[src/rtl/linescanner_pkg.sv]
// ---------------------------------------------------------------------------
// linescanner_pkg
// Shared definitions for the line-scan capture controller: state encodings
// for the exposure and readout sequencers, power-up phase lengths and the
// helper that turns a programmed length of zero into one cycle.
// ---------------------------------------------------------------------------
package linescanner_pkg;

    typedef enum logic [2:0] {
        EXP_IDLE        = 3'd0,
        EXP_CVC_LOW     = 3'd1,
        EXP_CDS_LOW     = 3'd2,
        EXP_SAMPLE_HIGH = 3'd3,
        EXP_SAMPLE_LOW  = 3'd4
    } exp_state_t;

    typedef enum logic [2:0] {
        RD_WAIT_EOC      = 3'd0,
        RD_WAIT_LVAL_LOW = 3'd1,
        RD_DELAY         = 3'd2,
        RD_LOAD          = 3'd3,
        RD_WAIT_EOC_LOW  = 3'd4
    } rd_state_t;

    // Phase lengths held in the shadow registers until the first exposure
    localparam int DEFAULT_T_CVC     = 48;
    localparam int DEFAULT_T_CDS     = 7;
    localparam int DEFAULT_T_SAMPLE  = 48;
    localparam int DEFAULT_T_RELEASE = 6;
    localparam int DEFAULT_T_LOAD    = 3;

    // A phase can never be shorter than one cycle
    function automatic logic [31:0] clamp_len(input logic [31:0] value);
        return (value == 32'd0) ? 32'd1 : value;
    endfunction

endpackage

[src/rtl/linescanner_pixel_capture.sv]
// ---------------------------------------------------------------------------
// linescanner_pixel_capture
// Registers the LVAL-framed sensor pixel stream, tags each pixel with its
// position in the line, and reports line completion, length errors and a
// wrapping count of completed lines.
//
// Ports:
//   pixel_clock   clock, rising edge
//   reset         synchronous, active-high
//   data, lval    sensor pixel bus and line-valid
//   pixel_valid   pixel_data / pixel_index valid (one cycle after lval)
//   pixel_data    registered pixel
//   pixel_index   position in line, saturates at LINE_PIXELS-1
//   line_done     one-cycle pulse one cycle after the last pixel_valid
//   line_len_err  last completed line length differed from LINE_PIXELS
//   line_count    completed lines, wraps
// ---------------------------------------------------------------------------
module linescanner_pixel_capture #(
    parameter int DATA_WIDTH     = 8,
    parameter int LINE_PIXELS    = 2048,
    parameter int LINE_CNT_WIDTH = 16,
    parameter int INDEX_WIDTH    = $clog2(LINE_PIXELS)
) (
    input  logic                      pixel_clock,
    input  logic                      reset,
    input  logic [DATA_WIDTH-1:0]     data,
    input  logic                      lval,
    output logic                      pixel_valid,
    output logic [DATA_WIDTH-1:0]     pixel_data,
    output logic [INDEX_WIDTH-1:0]    pixel_index,
    output logic                      line_done,
    output logic                      line_len_err,
    output logic [LINE_CNT_WIDTH-1:0] line_count
);

    // The pixel counter saturates one above the nominal length, which is
    // enough to tell short, exact and overrun lines apart.
    localparam int COUNT_WIDTH = $clog2(LINE_PIXELS + 2);
    localparam logic [COUNT_WIDTH-1:0] COUNT_FULL = COUNT_WIDTH'(LINE_PIXELS);
    localparam logic [COUNT_WIDTH-1:0] COUNT_SAT  = COUNT_WIDTH'(LINE_PIXELS + 1);
    localparam logic [INDEX_WIDTH-1:0] INDEX_MAX  = INDEX_WIDTH'(LINE_PIXELS - 1);

    logic                   lval_p0;
    logic [COUNT_WIDTH-1:0] pix_cnt;

    // ---- stage p0: sensor inputs -> registered pixel and line status ----
    always_ff @(posedge pixel_clock) begin
        if (reset) begin
            lval_p0      <= 1'b0;
            pix_cnt      <= '0;
            pixel_valid  <= 1'b0;
            pixel_data   <= '0;
            pixel_index  <= '0;
            line_done    <= 1'b0;
            line_len_err <= 1'b0;
            line_count   <= '0;
        end else begin
            lval_p0     <= lval;
            pixel_valid <= lval;
            // Falling edge of lval: pix_cnt still holds the finished line's length
            line_done   <= lval_p0 && !lval;

            if (lval) begin
                pixel_data  <= data;
                pixel_index <= (pix_cnt >= COUNT_FULL) ? INDEX_MAX
                                                       : pix_cnt[INDEX_WIDTH-1:0];
                if (pix_cnt != COUNT_SAT) begin
                    pix_cnt <= pix_cnt + COUNT_WIDTH'(1);
                end
            end else begin
                pix_cnt <= '0;
            end

            if (lval_p0 && !lval) begin
                line_count   <= line_count + LINE_CNT_WIDTH'(1);
                line_len_err <= (pix_cnt != COUNT_FULL);
            end
        end
    end

endmodule

[src/rtl/linescanner_capture_controller.sv]
// ---------------------------------------------------------------------------
// linescanner_capture_controller
// Line-scan sensor controller. Sequences the exposure (rst_cvc, rst_cds,
// sample) with programmable phase lengths in single-shot or continuous mode,
// issues load_pulse after each ADC conversion, and captures the pixel stream
// through linescanner_pixel_capture.
//
// Ports:
//   pixel_clock, reset           clock and synchronous active-high reset
//   enable, start                continuous mode / single-shot trigger
//   t_cvc .. t_release, t_load   phase lengths in cycles (0 acts as 1)
//   data, lval, end_adc          sensor pixel bus, line valid, end of conversion
//   rst_cvc, rst_cds, sample     sensor exposure controls (resets active-low)
//   load_pulse                   one-cycle load strobe to the sensor
//   busy                         exposure in progress
//   pixel_valid .. line_count    captured pixel stream and line status
// ---------------------------------------------------------------------------
module linescanner_capture_controller
    import linescanner_pkg::*;
#(
    parameter int DATA_WIDTH     = 8,
    parameter int LINE_PIXELS    = 2048,
    parameter int TIMER_WIDTH    = 8,
    parameter int LINE_CNT_WIDTH = 16
) (
    input  logic                           pixel_clock,
    input  logic                           reset,
    input  logic                           enable,
    input  logic                           start,
    input  logic [TIMER_WIDTH-1:0]         t_cvc,
    input  logic [TIMER_WIDTH-1:0]         t_cds,
    input  logic [TIMER_WIDTH-1:0]         t_sample,
    input  logic [TIMER_WIDTH-1:0]         t_release,
    input  logic [TIMER_WIDTH-1:0]         t_load,
    input  logic [DATA_WIDTH-1:0]          data,
    input  logic                           lval,
    input  logic                           end_adc,
    output logic                           rst_cvc,
    output logic                           rst_cds,
    output logic                           sample,
    output logic                           load_pulse,
    output logic                           busy,
    output logic                           pixel_valid,
    output logic [DATA_WIDTH-1:0]          pixel_data,
    output logic [$clog2(LINE_PIXELS)-1:0] pixel_index,
    output logic                           line_done,
    output logic                           line_len_err,
    output logic [LINE_CNT_WIDTH-1:0]      line_count
);

    localparam logic [TIMER_WIDTH-1:0] ONE = TIMER_WIDTH'(1);

    function automatic logic [TIMER_WIDTH-1:0] clamp_t(input logic [TIMER_WIDTH-1:0] value);
        return TIMER_WIDTH'(clamp_len(32'(value)));
    endfunction

    exp_state_t             exp_state;
    logic [TIMER_WIDTH-1:0] exp_cnt;
    rd_state_t              rd_state;
    logic [TIMER_WIDTH-1:0] rd_cnt;

    // The CVC length is consumed on the trigger edge, so only the later
    // phases need a shadow copy.
    logic [TIMER_WIDTH-1:0] sh_cds;
    logic [TIMER_WIDTH-1:0] sh_sample;
    logic [TIMER_WIDTH-1:0] sh_release;
    logic [TIMER_WIDTH-1:0] sh_load;

    // ---- exposure sequencer: counter reloads on each phase entry ----
    always_ff @(posedge pixel_clock) begin
        if (reset) begin
            exp_state  <= EXP_IDLE;
            exp_cnt    <= '0;
            rst_cvc    <= 1'b1;
            rst_cds    <= 1'b1;
            sample     <= 1'b0;
            busy       <= 1'b0;
            sh_cds     <= TIMER_WIDTH'(DEFAULT_T_CDS);
            sh_sample  <= TIMER_WIDTH'(DEFAULT_T_SAMPLE);
            sh_release <= TIMER_WIDTH'(DEFAULT_T_RELEASE);
            sh_load    <= TIMER_WIDTH'(DEFAULT_T_LOAD);
        end else begin
            case (exp_state)
                EXP_IDLE: begin
                    if (enable || start) begin
                        sh_cds     <= clamp_t(t_cds);
                        sh_sample  <= clamp_t(t_sample);
                        sh_release <= clamp_t(t_release);
                        sh_load    <= clamp_t(t_load);
                        exp_cnt    <= clamp_t(t_cvc) - ONE;
                        exp_state  <= EXP_CVC_LOW;
                        rst_cvc    <= 1'b0;
                        busy       <= 1'b1;
                    end
                end
                EXP_CVC_LOW: begin
                    if (exp_cnt == '0) begin
                        exp_cnt   <= sh_cds - ONE;
                        exp_state <= EXP_CDS_LOW;
                        rst_cds   <= 1'b0;
                    end else begin
                        exp_cnt <= exp_cnt - ONE;
                    end
                end
                EXP_CDS_LOW: begin
                    if (exp_cnt == '0) begin
                        exp_cnt   <= sh_sample - ONE;
                        exp_state <= EXP_SAMPLE_HIGH;
                        sample    <= 1'b1;
                    end else begin
                        exp_cnt <= exp_cnt - ONE;
                    end
                end
                EXP_SAMPLE_HIGH: begin
                    if (exp_cnt == '0) begin
                        exp_cnt   <= sh_release - ONE;
                        exp_state <= EXP_SAMPLE_LOW;
                        sample    <= 1'b0;
                    end else begin
                        exp_cnt <= exp_cnt - ONE;
                    end
                end
                EXP_SAMPLE_LOW: begin
                    // Returning to IDLE guarantees one cycle with both resets high
                    if (exp_cnt == '0) begin
                        exp_state <= EXP_IDLE;
                        rst_cvc   <= 1'b1;
                        rst_cds   <= 1'b1;
                        busy      <= 1'b0;
                    end else begin
                        exp_cnt <= exp_cnt - ONE;
                    end
                end
                default: begin
                    exp_state <= EXP_IDLE;
                    rst_cvc   <= 1'b1;
                    rst_cds   <= 1'b1;
                    sample    <= 1'b0;
                    busy      <= 1'b0;
                end
            endcase
        end
    end

    // ---- readout sequencer: one load per end_adc high period ----
    always_ff @(posedge pixel_clock) begin
        if (reset) begin
            rd_state   <= RD_WAIT_EOC;
            rd_cnt     <= '0;
            load_pulse <= 1'b0;
        end else begin
            case (rd_state)
                RD_WAIT_EOC: begin
                    if (end_adc) rd_state <= RD_WAIT_LVAL_LOW;
                end
                RD_WAIT_LVAL_LOW: begin
                    if (!lval) begin
                        rd_cnt   <= sh_load - ONE;
                        rd_state <= RD_DELAY;
                    end
                end
                RD_DELAY: begin
                    if (rd_cnt == '0) begin
                        rd_state   <= RD_LOAD;
                        load_pulse <= 1'b1;
                    end else begin
                        rd_cnt <= rd_cnt - ONE;
                    end
                end
                RD_LOAD: begin
                    rd_state   <= RD_WAIT_EOC_LOW;
                    load_pulse <= 1'b0;
                end
                RD_WAIT_EOC_LOW: begin
                    if (!end_adc) rd_state <= RD_WAIT_EOC;
                end
                default: begin
                    rd_state   <= RD_WAIT_EOC;
                    load_pulse <= 1'b0;
                end
            endcase
        end
    end

    linescanner_pixel_capture #(
        .DATA_WIDTH     (DATA_WIDTH),
        .LINE_PIXELS    (LINE_PIXELS),
        .LINE_CNT_WIDTH (LINE_CNT_WIDTH)
    ) u_pixel_capture (
        .pixel_clock  (pixel_clock),
        .reset        (reset),
        .data         (data),
        .lval         (lval),
        .pixel_valid  (pixel_valid),
        .pixel_data   (pixel_data),
        .pixel_index  (pixel_index),
        .line_done    (line_done),
        .line_len_err (line_len_err),
        .line_count   (line_count)
    );

endmodule
[config.mk]
export PLATFORM = sky130hd
export DESIGN_NAME = linescanner_capture_controller
export DESIGN_NICKNAME = d
export VERILOG_FILES = /design/src/rtl/linescanner_pkg.sv /design/src/rtl/linescanner_pixel_capture.sv /design/src/rtl/linescanner_capture_controller.sv
export SDC_FILE = /design/constraint.sdc
export NUM_CORES = 1
export LEC_CHECK = 0
export ABC_AREA = 1
export CORE_MARGIN = 3
export CORE_UTILIZATION = 50
export CTS_BUF_LIST = sky130_fd_sc_hd__clkbuf_2
export DETAILED_ROUTE_END_ITERATION = 12
export PLACE_DENSITY = 0.78
export SLEW_MARGIN = 20
export SYNTH_ARGS = -nofsm -noshare
export SYNTH_HDL_FRONTEND = slang
export SYNTH_SLANG_ARGS = --single-unit
[constraint.sdc]
create_clock -name pixel_clock -period 3.4 [get_ports pixel_clock]
set_input_delay 0.51 -clock pixel_clock [delete_from_list [all_inputs] [get_ports pixel_clock]]
set_output_delay 0.51 -clock pixel_clock [all_outputs]
set_load 0.02 [all_outputs]
==> reports/qor.csv <==
metric,value,unit
Tmin final,2.23,ns
GR Util met3,5.72,%
critical path type,reg -> out,
via count,5555,
M2 GR Usage,35.2,%
peak supply drop,0.407,mV
"EDFF count, synth",0,
via/cell ratio,5.25,
largest net degree at the start of global routing,34,
f_max,449,MHz
die width,113,µm
Post-DP HPWL,10600,µm
Max-slew headroom,49.3,%
period utilization,65.6,%
row cnt,38,
Synth Flop Type,dfxtp_1,
Hold Path Class,in -> reg,
CP startpoint kind,flop,
core area,11000,µm²
port bufs,96,
Synth Register Bits,109,
root buffer cell,clkbuf_2,
num ports,97,
Final setup viols,0,
"delay-heaviest family, CP",buffers and inverters,
Pre-antenna DRT Iters,5,
fraction of layout cells with a size suffix above 1,7.73,%
met1 Use GR,29.7,%
WP buf/inv,1,
max_cap viols,0,
clock buffer depth,2,
Final Instance Area,6860,µm²
gr usage total,22.0,%
"Data arrival, critical path",1.72,ns
"CTS clk-pin slew, worst paths",0.28,ns
Final WS setup,1.17,ns
CTS resizes,0,
status,completed,
Final nets,980,
RSZ-0062 raised after global routing,no,
Die ar.,12700,µm²
ANT cells,0,
CP endpoint kind,output pin,
Sink Count,109,
"Net Count, Synth",889,
Starting Density,51.8,%
Final TNS setup,0,ns
Post-Route WL,13900,µm
Final Hold Fails,0,
Post-Place Cell Area,6760,µm²
Async SR Flop Fraction,0,%
Worst EP required,2.89,ns
CP max FO,5,
CTS tree,done,
total grt overflow,0,
CTS Hold Bufs,0,
Die Y,113,µm
number of global-route vias before repair,5203,
Iter 0 DRT Violations,321,
"Slowest-stage cell, CP",clkdlybuf4s50_1,
"slowest stage delay, CP",0.64,ns
initial antenna violation count,0,
RePlAce Congestion,0.918,
post-route clock skew,0.0228,ns
first-pass GRT wire length,23500,µm
GRT busiest layer,met2,
H-tree depth,3,
pre-CTS WS,0.834,ns
Slew Limit Fails,0,
fill cell count,1004,
Synth-to-Final Area Change,20.6,%
syn avg cell area,6.91,µm²
TritonCTS Buffers,9,
Least-Margin Pin Slew,0.758,ns
Leakage,2.87,nW
"Setup Fix Bufs, Post-CTS",0,
residual DRC count,0,
post-DR wirelength/cell,13.1,µm
Yosys warning count,0,
worst skew pair latency,0.60,ns
critical-path cell list,clkdlybuf4s50_1,
post-synthesis cell count,824,
"Distinct cells, synth",45,
Mapped Area,5690,µm²
DRT antenna net count,0,
Cell Pwr Density,665,nW/µm²
register area share after synthesis,38.3,%
==> worst register-to-register path: stages (launching register included) <==
cell and delay, ns:
dfxtp_1 0.41, inv_1 0.12, ha_1 0.21, nand2_1 0.08, nor2_2 0.39, nand3_1 0.19
nand3_1 0.11, nand2_1 0.05, nor2_1 0.13, nand2_1 0.06, nand2_1 0.06, a21oi_1 0.06
==> cells by family after synthesis <==
logic type               share of synthesized area [%]
flip-flops                                        38.3
AO/OA/AOI/OAI                                     20.0
buffers and inverters                             9.56
adder cells (fa/ha/maj)                           2.42
AND/OR/NAND/NOR                                   27.1
XOR/XNOR                                          2.62
==> cell usage in the layout (no fill, tap or decap), types with 2 or more instances in the layout <==
cell             count
clkdlybuf4s50_1     96
buf_4                6
dfxtp_1            109
a211oi_1             5
o211ai_2             2
o21ai_0             75
clkinvlp_4           3
nor4_1               7
a21oi_2              2
nand2_2              4
xnor2_1              4
inv_1               99
a21oi_1             86
a31oi_1              2
nand4_1             14
or2_2                3
nor2_4               2
nand2_1            133
nor2_2               6
o22ai_1              2
xor2_1              13
o21ai_2              3
o211ai_1             6
clkbuf_2            10
o21ai_1             13
ha_1                11
inv_2               17
nor3_1              15
nand3_1             54
nand3_2              3
nand2_4              3
nor2_1              96
o21a_1               2
==> state kept, by name, summed over array words and instances, names as in the netlist <==
register,flops
u_pixel_capture.pixel_index,11
rd_state,3
u_pixel_capture.pix_cnt,12
u_pixel_capture.lval_p0,1
exp_state,3
exp_cnt,8
sh_release,8
u_pixel_capture.line_done,1
sample,1
load_pulse,1
u_pixel_capture.pixel_data,8
sh_load,8
sh_cds,8
busy,1
rd_cnt,8
u_pixel_capture.line_len_err,1
sh_sample,8
rst_cvc,1
u_pixel_capture.line_count,16
rst_cds,1
==> final cells by class <==
type	instances	area [µm²]	area share, %
clock inverters	5	47.5	0.693
inverters	116	435	6.35
flip-flops and latches	109	2180	31.8
multi-input cells	577	2970	43.2
clock buffers	10	50.0	0.729
well taps	140	175	2.55
repair buffers	102	1010	14.7
==> metal layers <==
| layer | vias to the layer above | wire (µm) | share of wire (%) |
|---|---|---|---|
| met1 | 2475 | 6610 | 48 |
| li1 | 2908 | - | - |
| met3 | 19 | 975 | 7.0 |
| met2 | 153 | 6120 | 44 |
| met4 | 0 | 171 | 1.2 |
| met5 | - | 0 | 0 |
==> report_power, final <==
| group | total, mW | leakage, nW | internal (mW) | switching [mW] |
|---|---|---|---|---|
| Sequential | 1.76 | 0.897 | 1.55 | 0.211 |
| Combinational | 2.27 | 1.92 | 0.812 | 1.45 |
| Clock | 0.542 | 0.0534 | 0.103 | 0.439 |
==> cell usage after synthesis (all sizes together) (2+ instances only) <==
master    n  area (µm²)
a21oi    89         464
nand2   140         558
xor2     13         114
a211oi    5        37.5
xnor2     4        35.0
o211ai    8        70.1
dfxtp   109        2180
clkbuf   17        63.8
o22ai     2        12.5
a31oi     2        12.5
o21a      2        15.0
nor2    104         420
o21ai    92         483
nor4      8        56.3
nor3     16        85.1
nand3    57         300
inv     116         435
buf       5        45.0
nand4    14        87.6
ha       11         138
or2       3        18.8
==> final timing paths <==
kind,cells after the start,slack (ns),endpoint,from
max,1,1.17,line_count[7],u_pixel_capture.line_count[7]
min,3,0.45,u_pixel_capture.pixel_data[0],data[0]
max reg2reg,11,1.45,exp_cnt[5],exp_cnt[0]
min reg2reg,2,0.46,rst_cds,rst_cds
==> stage by stage <==
| step | hold slack [ns] | power [mW] | util [%] | std cells |
|---|---|---|---|---|
| after CTS | 0.414 | 4.56 | 62.5 | 1059 |
| after floorplan | 0.430 | 3.51 | - | 824 |
| after global placement | 0.431 | 4.00 | 61.6 | 1044 |
| final | 0.448 | 4.57 | 62.5 | 1059 |
| after detailed placement | 0.435 | 4.02 | 61.6 | 1044 |
| after global routing | 0.391 | 4.98 | 62.5 | 1059 |
Power figures use the tool's default switching activity.
